## src/rtl/x_adc_interleave_mux.sv

```systemverilog
// N-channel interleaving mux for time-interleaved ADC streams: manual select or
// round-robin over an enable mask, with registered sample, channel tag and frame marker.
module x_adc_interleave_mux #(
    parameter int NUM_CH = 4,
    parameter int DATA_W = 32,
    localparam int CH_W  = $clog2(NUM_CH)
) (
    input  logic                     clk,
    input  logic                     GlobalReset,
    input  logic [NUM_CH*DATA_W-1:0] x_adc_in,
    input  logic                     sample_strobe,
    input  logic                     mode,
    input  logic [CH_W-1:0]          x_adc_select,
    input  logic [NUM_CH-1:0]        ch_enable,
    output logic [DATA_W-1:0]        x_adc,
    output logic                     x_adc_valid,
    output logic [CH_W-1:0]          x_adc_ch,
    output logic                     frame_start,
    output logic                     no_ch_err
);

    logic [DATA_W-1:0] ch_data [NUM_CH];
    logic [CH_W-1:0]   ptr;
    logic [CH_W-1:0]   auto_sel;
    logic [CH_W-1:0]   first_en;
    logic              auto_found;

    always_comb begin
        for (int k = 0; k < NUM_CH; k++) begin
            ch_data[k] = x_adc_in[k*DATA_W +: DATA_W];
        end
    end

    // Cyclic search from ptr relies on CH_W-bit addition wrapping at NUM_CH (power of 2).
    always_comb begin
        auto_sel   = ptr;
        auto_found = 1'b0;
        for (int i = 0; i < NUM_CH; i++) begin
            if (!auto_found && ch_enable[ptr + CH_W'(i)]) begin
                auto_sel   = ptr + CH_W'(i);
                auto_found = 1'b1;
            end
        end
    end

    always_comb begin
        first_en = '0;
        for (int i = NUM_CH - 1; i >= 0; i--) begin
            if (ch_enable[i]) begin
                first_en = CH_W'(i);
            end
        end
    end

    always_ff @(posedge clk) begin
        if (GlobalReset) begin
            x_adc       <= ch_data[0];
            x_adc_valid <= 1'b0;
            x_adc_ch    <= '0;
            frame_start <= 1'b0;
            no_ch_err   <= 1'b0;
            ptr         <= '0;
        end else begin
            x_adc_valid <= 1'b0;
            frame_start <= 1'b0;
            if (!mode) begin
                // Parking ptr at 0 makes the first auto sample start a fresh frame.
                ptr <= '0;
                if (sample_strobe) begin
                    x_adc       <= ch_data[x_adc_select];
                    x_adc_ch    <= x_adc_select;
                    x_adc_valid <= 1'b1;
                end
            end else if (sample_strobe) begin
                if (auto_found) begin
                    x_adc       <= ch_data[auto_sel];
                    x_adc_ch    <= auto_sel;
                    x_adc_valid <= 1'b1;
                    frame_start <= (auto_sel == first_en);
                    ptr         <= auto_sel + CH_W'(1);
                end else begin
                    no_ch_err   <= 1'b1;
                end
            end
        end
    end

endmodule

```

## config.mk

```make
export PLATFORM = sky130hd
export DESIGN_NAME = x_adc_interleave_mux
export DESIGN_NICKNAME = d
export VERILOG_FILES = /design/src/rtl/x_adc_interleave_mux.sv
export SDC_FILE = /design/constraint.sdc
export NUM_CORES = 1
export LEC_CHECK = 0
export CAP_MARGIN = 40
export CORE_MARGIN = 2
export CORE_UTILIZATION = 37
export DETAILED_ROUTE_END_ITERATION = 12
export HOLD_SLACK_MARGIN = 0.12
export PLACE_DENSITY = 0.87
export SLEW_MARGIN = 20
export SYNTH_ARGS = -nofsm -noshare
export SYNTH_HDL_FRONTEND = slang
export SYNTH_SLANG_ARGS = --single-unit
```

## constraint.sdc

```tcl
create_clock -name clk -period 1.87 [get_ports clk]
set_input_delay 0.187 -clock clk [delete_from_list [all_inputs] [get_ports clk]]
set_output_delay 0.187 -clock clk [all_outputs]
set_load 0.02 [all_outputs]
```

Yosys cells after proc, flatten, opt, wreduce, memory -nomap -nowiden
Cells that the tools add are included.
Widths: inputs -> output; s select.
- register bits: 39
- input bits: 138
- output and inout bits: 37
- word-level logic and storage cells: 75
- add/subtract/negate cells: 4
- magnitude comparators: 6
- equality and inequality tests: 3
- muxes and demuxes: 38
- bitwise logic cells: 5
- reduce and logical (&&, ||, !) cells: 13
- operator list (operator ; number):
    $mux 32 ; 9
    $bmux 32 s2 ; 2
    $mux 2 ; 11
    $lt 2x3->1 const B ; 4
    $mux 1 ; 12
    $bmux 1 s2 ; 4
    $ge 3x3->1 const B ; 2
    $not 2->3 ; 2
    $reduce_and 2->1 ; 3
    $add 2x1->2 const B ; 2
    $add 2x2->2 const B ; 2
    $reduce_or 4->1 ; 1
    $logic_and 1x1->1 ; 3
    $logic_not 1->1 ; 3
    $ne 3x2->1 const B ; 1
    $not 1->1 ; 3
    $reduce_and 3->1 ; 1
    $eq 2x2->1 ; 1
    $ne 2x1->1 const B ; 1
    $reduce_bool 2->1 ; 1
    $reduce_or 2->1 ; 1

Logic depth before layout (Yosys ltp)
Gate-level depths: netlist of the first run.
- depth after elaboration: 20
- depth in mapped cells: 7
- depth with buffers taken out: 5

Worst setup path after synthesis of the first run
OpenSTA, ideal clock, no wires.
- path kind: in2reg
- from: input ch_enable[0]
- to: register x_adc[0] (enable)
- data arrival time: 1.407 ns
- slack: -0.019 ns
- stages: 4
- path through: nor4_1 nand2_1 nand2_1 nand2b_1
- word-level cells in the longest chain between the ends: 14
- RTL lines (item ; line ; text):
    start: declaration ; 14 ; input logic [NUM_CH-1:0] ch_enable,
    $bmux 1 s2 ; 39 ; if (!auto_found && ch_enable[ptr + CH_W'(i)]) begin
    $mux 1 (not written as such) ; 39 ;
    $mux 1 ; 39 ;
    $logic_not 1->1 ; 39 ;
    $logic_and 1x1->1 ; 39 ;
    $mux 1 ; 39 ;
    $logic_not 1->1 ; 39 ;
    $logic_and 1x1->1 ; 39 ;
    $mux 1 ; 39 ;
    $logic_not 1->1 ; 39 ;
    $logic_and 1x1->1 ; 39 ;
    $mux 1 (*) ; 39 ;
    $ne 3x2->1 (no source line) (*) ; - ;
    $reduce_and 2->1 (no source line) (*) ; - ;
    end signal: assignment ; 57 ; x_adc <= ch_data[0];
    end signal: assignment ; 70 ; x_adc <= ch_data[x_adc_select];
    end signal: assignment ; 76 ; x_adc <= ch_data[auto_sel];
    end: declaration ; 15 ; output logic [DATA_W-1:0] x_adc,
Every way passes the cells marked *; elsewhere a longest branch is shown, timed or not. The select of a mux whose other input is x is not followed.
A chain may end at the register's enable or synchronous reset.

Final worst setup path of the first run
- from: register ptr[1]
- to: register x_adc[19], data pin
- word-level cells in the longest chain between the ends: 20
- RTL lines (item ; line ; text):
    start: declaration ; 23 ; logic [CH_W-1:0] ptr;
    start signal: assignment ; 80 ; ptr <= auto_sel + CH_W'(1);
    branches (longest 11 deep; another with $add 2x1->2) ; - ;
    $mux 2 (*) ; 39 ;
    $not 2->3 (not written as such) (*) ; 76 ;
    $bmux 32 s2 (*) ; 76 ;
    $mux 32 (not written as such) (*) (2 in series) ; 76 ;
    $mux 32 (*) ; 75 ; if (auto_found) begin
    $mux 32 (*) ; 74 ; end else if (sample_strobe) begin
    $mux 32 (*) ; 66 ; if (!mode) begin
    $mux 32 (*) ; 56 ; if (GlobalReset) begin
Every way passes the cells marked *. The select of a mux whose other input is x is not followed.

==> results of run 1 <==
## power groups by stage
| stage | combinational, mW | clock, mW | sequential (mW) |
|---|---|---|---|
| 2_1_floorplan | 0.565 | 0 | 1.22 |
| 4_1_cts | 1.58 | 0.576 | 1.09 |
| 3_3_place_gp | 1.33 | 0 | 1.11 |
| 6_report | 1.66 | 0.561 | 1.09 |
| 3_5_place_dp | 1.37 | 0 | 1.11 |
| 5_1_grt | 1.74 | 0.611 | 1.10 |
## critical path, cell delays in order, from the launching register on
cell	delay [ps]
dfxtp_2	340
and3b_1	170
or4_4	410
and2_4	170
nor2b_4	170
buf_12	170
a221oi_4	280
## final cells by class
type	count	area [um^2]	share of cell area
inverters	2	7.51	0.00122
repair buffers	221	2400	0.391
flip-flops and latches	39	1100	0.179
well taps	111	139	0.0226
clock inverters	2	7.51	0.00122
multi-input cells	241	2410	0.393
clock buffers	6	72.6	0.0118
## through the flow
stage          TNS [ps]  utilization  area, um^2
2_1_floorplan         0            -        3420
4_1_cts            -151        0.655        5960
3_3_place_gp     -18020        0.605        5510
3_5_place_dp     -20040        0.605        5510
5_1_grt            -904        0.675        6150
6_report          -69.8        0.675        6150
## cells by family (layout without fill, tap and decap cells)
| family | count (synthesis) | after routing |
|---|---|---|
| DFF | 39 | 39 |
| AOI/OAI and AO/OA | 76 | 76 |
| and+or+nand+nor | 65 | 65 |
| xor gates and xnor gates | 2 | 2 |
| buffers and inverters | 31 | 231 |
| muxes | 98 | 98 |
## synth_stat cells, drive strengths merged (2+ instances only)
| cell | n | share of area |
|---|---|---|
| xnor2 | 2 | 0.0051 |
| a21oi | 4 | 0.0059 |
| clkbuf | 10 | 0.011 |
| inv | 2 | 0.0022 |
| o221ai | 32 | 0.082 |
| nor2 | 12 | 0.014 |
| a31oi | 2 | 0.0037 |
| nor3 | 4 | 0.0059 |
| buf | 19 | 0.038 |
| nand2 | 35 | 0.038 |
| o21ai | 2 | 0.0029 |
| edfxtp | 32 | 0.28 |
| mux2i | 97 | 0.28 |
| nor2b | 5 | 0.011 |
| a221oi | 32 | 0.14 |
| dfxtp | 7 | 0.041 |
## what timing repair did
action	4_1_cts	5_1_grt
setup buffers	5	2
endpoints found under the setup margin	33	32
resized for setup	31	37
hold endpoints to repair	0	0
cloned	6	1
pin swaps	19	11
## registers in the layout, indices dropped and copies added, names as in the netlist
name and count:
x_adc 32, ptr 2, x_adc_ch 2, frame_start 1
no_ch_err 1, x_adc_valid 1
## layer usage
layer,vias to the layer above,wire length (um),track usage
li1,1672,-,-
met1,1743,4870,0.285
met2,167,6670,0.459
met3,28,709,0.0327
met4,0,398,0.101
met5,-,0,0
## placed cells by master (no fill, tap or decap), types with 2 or more instances in the layout
master	instances
clkdlybuf4s50_1	170
mux2i_1	75
nand2_1	34
o221ai_1	32
edfxtp_1	32
a221oi_2	25
buf_4	22
mux2i_2	15
buf_12	13
nor2_1	10
mux2i_4	7
buf_16	6
a221oi_4	5
clkbuf_8	5
dfxtp_1	5
buf_6	4
nor3_1	3
nor2b_4	3
a21oi_1	3
nor2b_1	2
inv_1	2
a221oi_1	2
xnor2_1	2
a31oi_1	2
clkinv_1	2
dlygate4sd2_1	2
dfxtp_2	2
## path summary, 6_finish.rpt
check / from / endpoint / slack (ps)
max: ptr[1] / x_adc[19] / -20
min: no_ch_err / no_ch_err / 510
max reg2reg: ptr[1] / x_adc[19] / -20
min reg2reg: no_ch_err / no_ch_err / 510
==> impl_metrics.tcl, run 1 <==
set metrics [dict create \
    status "finished, violations left" \
    violations "negative setup slack" \
    pwr_density_cell_nw_per_um2 538 \
    startpoint_type "register" \
    comb_power_share 0.502 \
    grt_pass1_vias 3967 \
    num_vias 3610 \
    wirelength_um 12600 \
    hpwl_um 8880 \
    maxSlewViolCount 0 \
    pre_cts_ws_ps -551 \
    ctsHoldBuffers 0 \
    cts_num_sinks 39 \
    maxSlewHeadroom 0.762 \
    initialDrtViolationCount 77 \
    stdcell_count 622 \
    netSwitchingFraction 0.321 \
    p_leak_nw 2.44 \
    post-route-drc-count 0 \
    skew_ps 8.16 \
    antenna_cells 0 \
    synth_top_family_by_area "multiplexers" \
    crit_arrival_ps 2020 \
    rsz0062_at_grt "yes" \
    syn_to_final_growth_pct 80.1 \
    period_share 1.01 \
    path_clk_slew_ps 80 \
    holdPathStages 2 \
    placed_cells 601 \
    cts_root_buf "clkbuf_8" \
    synth.distinct_cells 37 \
    io_buffers 174 \
    worst_slack_ps -23.7 \
    cp-end-kind "register" \
    ant_nets 0 \
    cts_buffers 5 \
    antenna_found_initial 0 \
    pin_count 175 \
    total_power_mw 3.31 \
    p_int_mw 2.25 \
    yosys.area_share.adder 0 \
    synthFlopType "edfxtp_1" \
    clock_latency_ps 290 \
    hold_violations 0 \
    synth.area.mux_share 0.288 \
    die_y_um 100 \
    ys_ff_latch 39 \
    worstPathMaxFanout 14 \
    syn_area_um2 3410 \
    overflow 0 \
    synth-edff-count 32 \
    ir_drop_v 0.000270 \
    cts_buffer_depth 2 \
    worstSetupPathType "reg2reg" \
    viasPerCell 5.80 \
    cts_tree "built" \
    drive_gt1_frac 0.247 \
    cts_max_level 2 \
    synth_cells 311 \
    required_ps 1990 \
    period_needed_ps 1890 \
    die_w_um 100 \
    yosys.area_share.simple 0.0909 \
    ys_warn_count 0 \
    fmax_mhz 528 \
    async_flop_share 0 \
    tightestPinTransition_ps 357 \
    netSwitchingPower_mw 1.06 \
    start_util 0.375 \
    seqPwrFrac 0.329 \
    core.rowCount 35 \
    avgSynthCellArea_um2 11.0 \
    drt-wirelength-per-cell_um 20.3 \
    power_frac_clock 0.169 \
    nFillCells 708 \
    ys_seq_area_frac 0.322 \
    gp_congestion 0.862 \
    synth_xor_area_frac 0.00513 \
    drv_cap 0 \
    grt_usage 0.247 \
    setup_viol 6 \
    synth_fp_nets 449 \
    dieArea_um2 10000 \
    firstDrtPassIters 4 \
    min_path_type "reg2reg" \
    reg2reg_depth 6 \
    holdWs_ps 511 \
    grt_max_degree 33 \
    num-nets-final 648 \
    grt_pass1_wl_um 19500 \
    core_area_um2 9110 \
    synth_compound_area_frac 0.242 \
]
(Power assumes the default switching activity.)
==> run 2: changes to the inputs <==
--- a/config.mk
+++ b/config.mk
@@ -11,6 +11,7 @@
 export DETAILED_ROUTE_END_ITERATION = 12
 export HOLD_SLACK_MARGIN = 0.12
 export PLACE_DENSITY = 0.87
+export SETUP_SLACK_MARGIN = 0.05
 export SLEW_MARGIN = 20
 export SYNTH_ARGS = -nofsm -noshare
 export SYNTH_HDL_FRONTEND = slang
==> impl_metrics.tcl, run 2 (synthesis gave the netlist of run 1 again) <==
set metrics [dict create \
    drt-wirelength-per-cell_um 20.7 \
    path_buf_inv 2 \
    top_register "x_adc" \
    fin_tns_setup_ps -200 \
    largest_reg_flops 32 \
    cts_buffer_depth 2 \
    hold_path_end "no_ch_err" \
    p_leak_nw 2.44 \
    final_cell_mix "clkdlybuf4s50_1, mux2i_1, nand2_1, o221ai_1, edfxtp_1" \
    hpwl_um 8880 \
    overflow 0 \
    cts_tree "built" \
    holdPathStages 2 \
    reg2reg_depth 7 \
    multiInputGateArea_um2 2390 \
    ir_drop_v 0.000274 \
    cts_num_sinks 39 \
    status "finished, violations left" \
    num-nets-final 653 \
    tightestPinTransition_ps 364 \
    crit_arrival_ps 1930 \
    cts_buffers 5 \
    reg.largest.list "x_adc: 32 flops, ptr: 2 flops, x_adc_ch: 2 flops" \
    crit_chain "nor2b_1 > or4_4 > and2_4 > nor2_4 > buf_4 > clkbuf_16 > a221oi_2" \
    period_share 1.01 \
    cts_root_buf "clkbuf_8" \
    die_y_um 100 \
    grt_pass1_vias 3964 \
    firstDrtPassIters 4 \
    die_w_um 100 \
    worst_slack_ps -24.8 \
    grt_pass1_wl_um 19500 \
    gp_congestion 0.862 \
    start_util 0.375 \
    pre_cts_ws_ps -551 \
    maxSlewHeadroom 0.757 \
    use_met2 0.461 \
    holdWs_ps 511 \
    antenna_found_initial 0 \
    post-route-drc-count 0 \
    min_path_type "reg2reg" \
    syn_to_final_growth_pct 81.2 \
    nFillCells 705 \
    required_ps 1910 \
    violations "negative setup slack" \
    wirelength_um 13000 \
    grt_usage 0.247 \
    rsz0062_at_grt "yes" \
    r2r_end "x_adc[22]" \
    grt_use_met1 0.285 \
    drv_cap 0 \
    io_buffers 174 \
    pwr_density_cell_nw_per_um2 538 \
    hp-start "no_ch_err" \
    cpLargestDelayFamily "simple AND/OR/NAND/NOR gates" \
    timing.rr.start "ptr[0]" \
    ant_nets 0 \
    cp-end-kind "register" \
    ctsHoldBuffers 0 \
    layout_commonest_cell "clkdlybuf4s50_1" \
    startpoint_type "register" \
    core.rowCount 35 \
    skew_ps 11.3 \
    use_met3 0.0313 \
    viasPerCell 5.97 \
    grt_max_degree 33 \
    clock_latency_ps 300 \
    dieArea_um2 10000 \
    reg2reg_slack_ps -20 \
    grt.busiest_layer "met2" \
    antenna_cells 0 \
    fin_util 0.679 \
    path_clk_slew_ps 80 \
    num_vias 3745 \
    placed_cells 601 \
    worstPathMaxFanout 7 \
    fmax_mhz 528 \
    cp_slowest_cell "or4_4" \
    drive_gt1_frac 0.262 \
    initialDrtViolationCount 114 \
    hold_violations 0 \
    period_needed_ps 1890 \
    pin_count 175 \
    stdcell_count 627 \
    core_area_um2 9110 \
    setup_viol 14 \
    worstSetupPathType "reg2reg" \
    maxSlewViolCount 0 \
    layout.area.seq_um2 1100 \
    critPathMaxStageDelay_ps 520 \
    cts_max_level 2 \
]
-- run 2: changes by cell type in the layout (fill, tap and decap cells not counted), sizes merged --
cell	before	now
buf	47	51
clkbuf	8	9
-- run 2: timing repair --
action | in CTS | in global routing
gates resized for setup | 33 | 34
pin swaps | 21 | 11
endpoints found under the setup margin | 34 | 52
gates cloned | 6 | 3
buffers inserted | 5 | 5
-- run 2: power by group --
group          switching (mW)  internal [mW]  total [mW]  leakage (nW)
Sequential             0.0349           1.05        1.09         0.375
Clock                   0.315          0.255       0.570        0.0403
Combinational           0.725          0.945        1.67          2.03
Total                    1.07           2.25        3.33          2.44
-- run 2: per-layer routing --
metal	vias to the layer above	share of wire
met5	-	0
met4	0	0.034
met3	36	0.069
met2	216	0.52
met1	1804	0.38
li1	1689	-
-- run 2: worst max path at each step --
stage                             from  slack, ps        end  depth (start not counted)
after CTS                       ptr[1]        -50  x_adc[16]                          9
after floorplan                   mode         50  x_adc[10]                          6
final                           ptr[0]        -20  x_adc[22]                          7
after detailed placement  ch_enable[3]       -550  x_adc[18]                          7
after global placement    ch_enable[3]       -450  x_adc[13]                          7
after global routing            ptr[0]        -90  x_adc[27]                          6
-- run 2: area by class of cell --
cell class,count,area share
clock buffer,6,0.0117
sequential,39,0.178
timing repair buffer,226,0.398
tap,111,0.0225
inverter,2,0.00121
clock inverter,2,0.00121
multi-input combinational,241,0.387
-- run 2: worst min-delay path: cells and delay by family (launching register included) --
kind | cells | cell delay, ps
compound gates | 1 | 50
flops | 1 | 350
simple gates | 1 | 70
-- run 2: stage by stage --
step	power (mW)	area [um^2]
floorplan	1.78	3420
global placement	2.43	5510
detailed placement	2.47	5510
CTS	3.25	5970
global route	3.46	6190
finish	3.33	6190
==> run 3: changes to the inputs <==
--- a/config.mk
+++ b/config.mk
@@ -5,8 +5,7 @@
 export SDC_FILE = /design/constraint.sdc
 export NUM_CORES = 1
 export LEC_CHECK = 0
-export CAP_MARGIN = 40
-export CORE_MARGIN = 2
+export CAP_MARGIN = 20
 export CORE_UTILIZATION = 37
 export DETAILED_ROUTE_END_ITERATION = 12
 export HOLD_SLACK_MARGIN = 0.12
==> impl_metrics.tcl, run 3 (synthesis gave the netlist of run 1 again) <==
set metrics [dict create \
    path_clk_slew_ps 80 \
    drv_cap 0 \
    grt_pass1_wl_um 19100 \
    maxSlewViolCount 0 \
    overflow 0 \
    placed_cells 598 \
    pin_count 175 \
    skew_ps 11.2 \
    core_area_um2 8850 \
    grt_max_degree 31 \
    core.rowCount 34 \
    reg2reg_slack_ps -40 \
    status "finished, violations left" \
    antenna_cells 0 \
    viasPerCell 5.96 \
    drive_gt1_frac 0.205 \
    drt-wirelength-per-cell_um 20.7 \
    antenna_found_initial 0 \
    netSwitchingPower_mw 1.01 \
    fin_util 0.663 \
    stdcell_area_um2 5860 \
    tightestPinTransition_ps 349 \
    seqPwrFrac 0.347 \
    hold_violations 0 \
    crit_arrival_ps 1950 \
    start_util 0.386 \
    cts_buffer_depth 2 \
    worstPathMaxFanout 8 \
    die_y_um 98.1 \
    wirelength_um 12800 \
    num_vias 3687 \
    ant_nets 0 \
    firstDrtPassIters 8 \
    violations "design-rule violations, negative setup slack" \
    initialDrtViolationCount 171 \
    stdcell_count 619 \
    final_cell_mix "clkdlybuf4s50_1, mux2i_1, nand2_1, a221oi_2, edfxtp_1" \
    reg.largest.list "x_adc: 32 flops, ptr: 2 flops, x_adc_ch: 2 flops" \
    worstSetupPathType "reg2reg" \
    post-route-drc-count 13 \
    syn_to_final_growth_pct 71.7 \
    cts_max_level 2 \
    hpwl_um 8920 \
    p_leak_nw 2.46 \
    ir_drop_v 0.000309 \
    min_path_type "in2reg" \
    num-nets-final 648 \
    holdWs_ps 416 \
    p_int_mw 2.12 \
    cts_buffers 5 \
    startpoint_type "register" \
    total_power_mw 3.13 \
    place_area_um2 5480 \
    period_needed_ps 1910 \
    grt_usage 0.249 \
    cts_tree "built" \
    fmax_mhz 522 \
    required_ps 1910 \
    cts_num_sinks 39 \
    top_register "x_adc" \
    nFillCells 683 \
    netSwitchingFraction 0.322 \
    io_buffers 174 \
    grt_pass1_vias 3887 \
    power_frac_clock 0.184 \
    dieArea_um2 9620 \
    layout_commonest_cell "clkdlybuf4s50_1" \
    largest_reg_flops 32 \
    gp_congestion 0.890 \
    worst_slack_ps -44.7 \
    pwr_density_cell_nw_per_um2 534 \
    cts_root_buf "clkbuf_8" \
    clock_latency_ps 290 \
    period_share 1.02 \
    setup_viol 32 \
    rsz0062_at_grt "yes" \
    comb_power_share 0.469 \
    cp-end-kind "register" \
    maxSlewHeadroom 0.767 \
    die_w_um 98.1 \
]
==> run 3: layer usage <==
layer  GRT usage  wire, um
met5           0         0
met4      0.0769       284
met3      0.0558       996
met2       0.464      6710
met1       0.280      4820
==> run 3: path summary, 6_finish.rpt <==
| kind | from | to | cells past startpoint |
|---|---|---|---|
| setup / recovery | ptr[1] | x_adc[23] | 8 |
| hold / removal | ch_enable[1] | frame_start | 5 |
| setup reg to reg | ptr[1] | x_adc[23] | 8 |
| hold reg to reg | no_ch_err | no_ch_err | 2 |
==> run 3: power groups by stage <==
stage                     Sequential, mW  Clock (mW)  Combinational, mW
after detailed placement            1.11           0               1.36
after global routing                1.10       0.612               1.54
after floorplan                     1.22           0              0.565
after CTS                           1.09       0.581               1.40
after global placement              1.11           0               1.31
final                               1.09       0.576               1.47
==> run 3: layout make-up <==
cell class                 count  area [um^2]  share of cell area
clock inverter                 1         5.00            0.000854
inverter                       2         7.51             0.00128
timing repair buffer         221         2330               0.397
tap                          108          135              0.0230
sequential                    39         1110               0.189
clock buffer                   7         76.3              0.0130
multi-input combinational    241         2200               0.376
==> run 3: metrics by stage <==
stage,setup TNS [ps],worst slack (ps)
detailed placement,-22820,-574
finish,-833,-44.7
CTS,-830,-40.5
global route,-2040,-91.6
global placement,-29510,-802
floorplan,0,50.8
==> run 3: what timing repair did <==
| item | 4_1_cts | 5_1_grt |
|---|---|---|
| pin swaps | 24 | 9 |
| hold buffers | 0 | 0 |
| gates resized for setup | 18 | 9 |
| setup endpoints to repair | 35 | 34 |
| setup buffers | 6 | 2 |
| gates cloned | 2 | 3 |
| hold endpoints to repair | 0 | 0 |
==> run 3: worst max-delay path, stage by stage, from the launching register on <==
cell      delay, ps
dfxtp_4         360
and3b_1         160
or4_4           420
and2_4          160
buf_6           120
nor2_4          110
buf_12          140
buf_12          130
a221oi_2         70
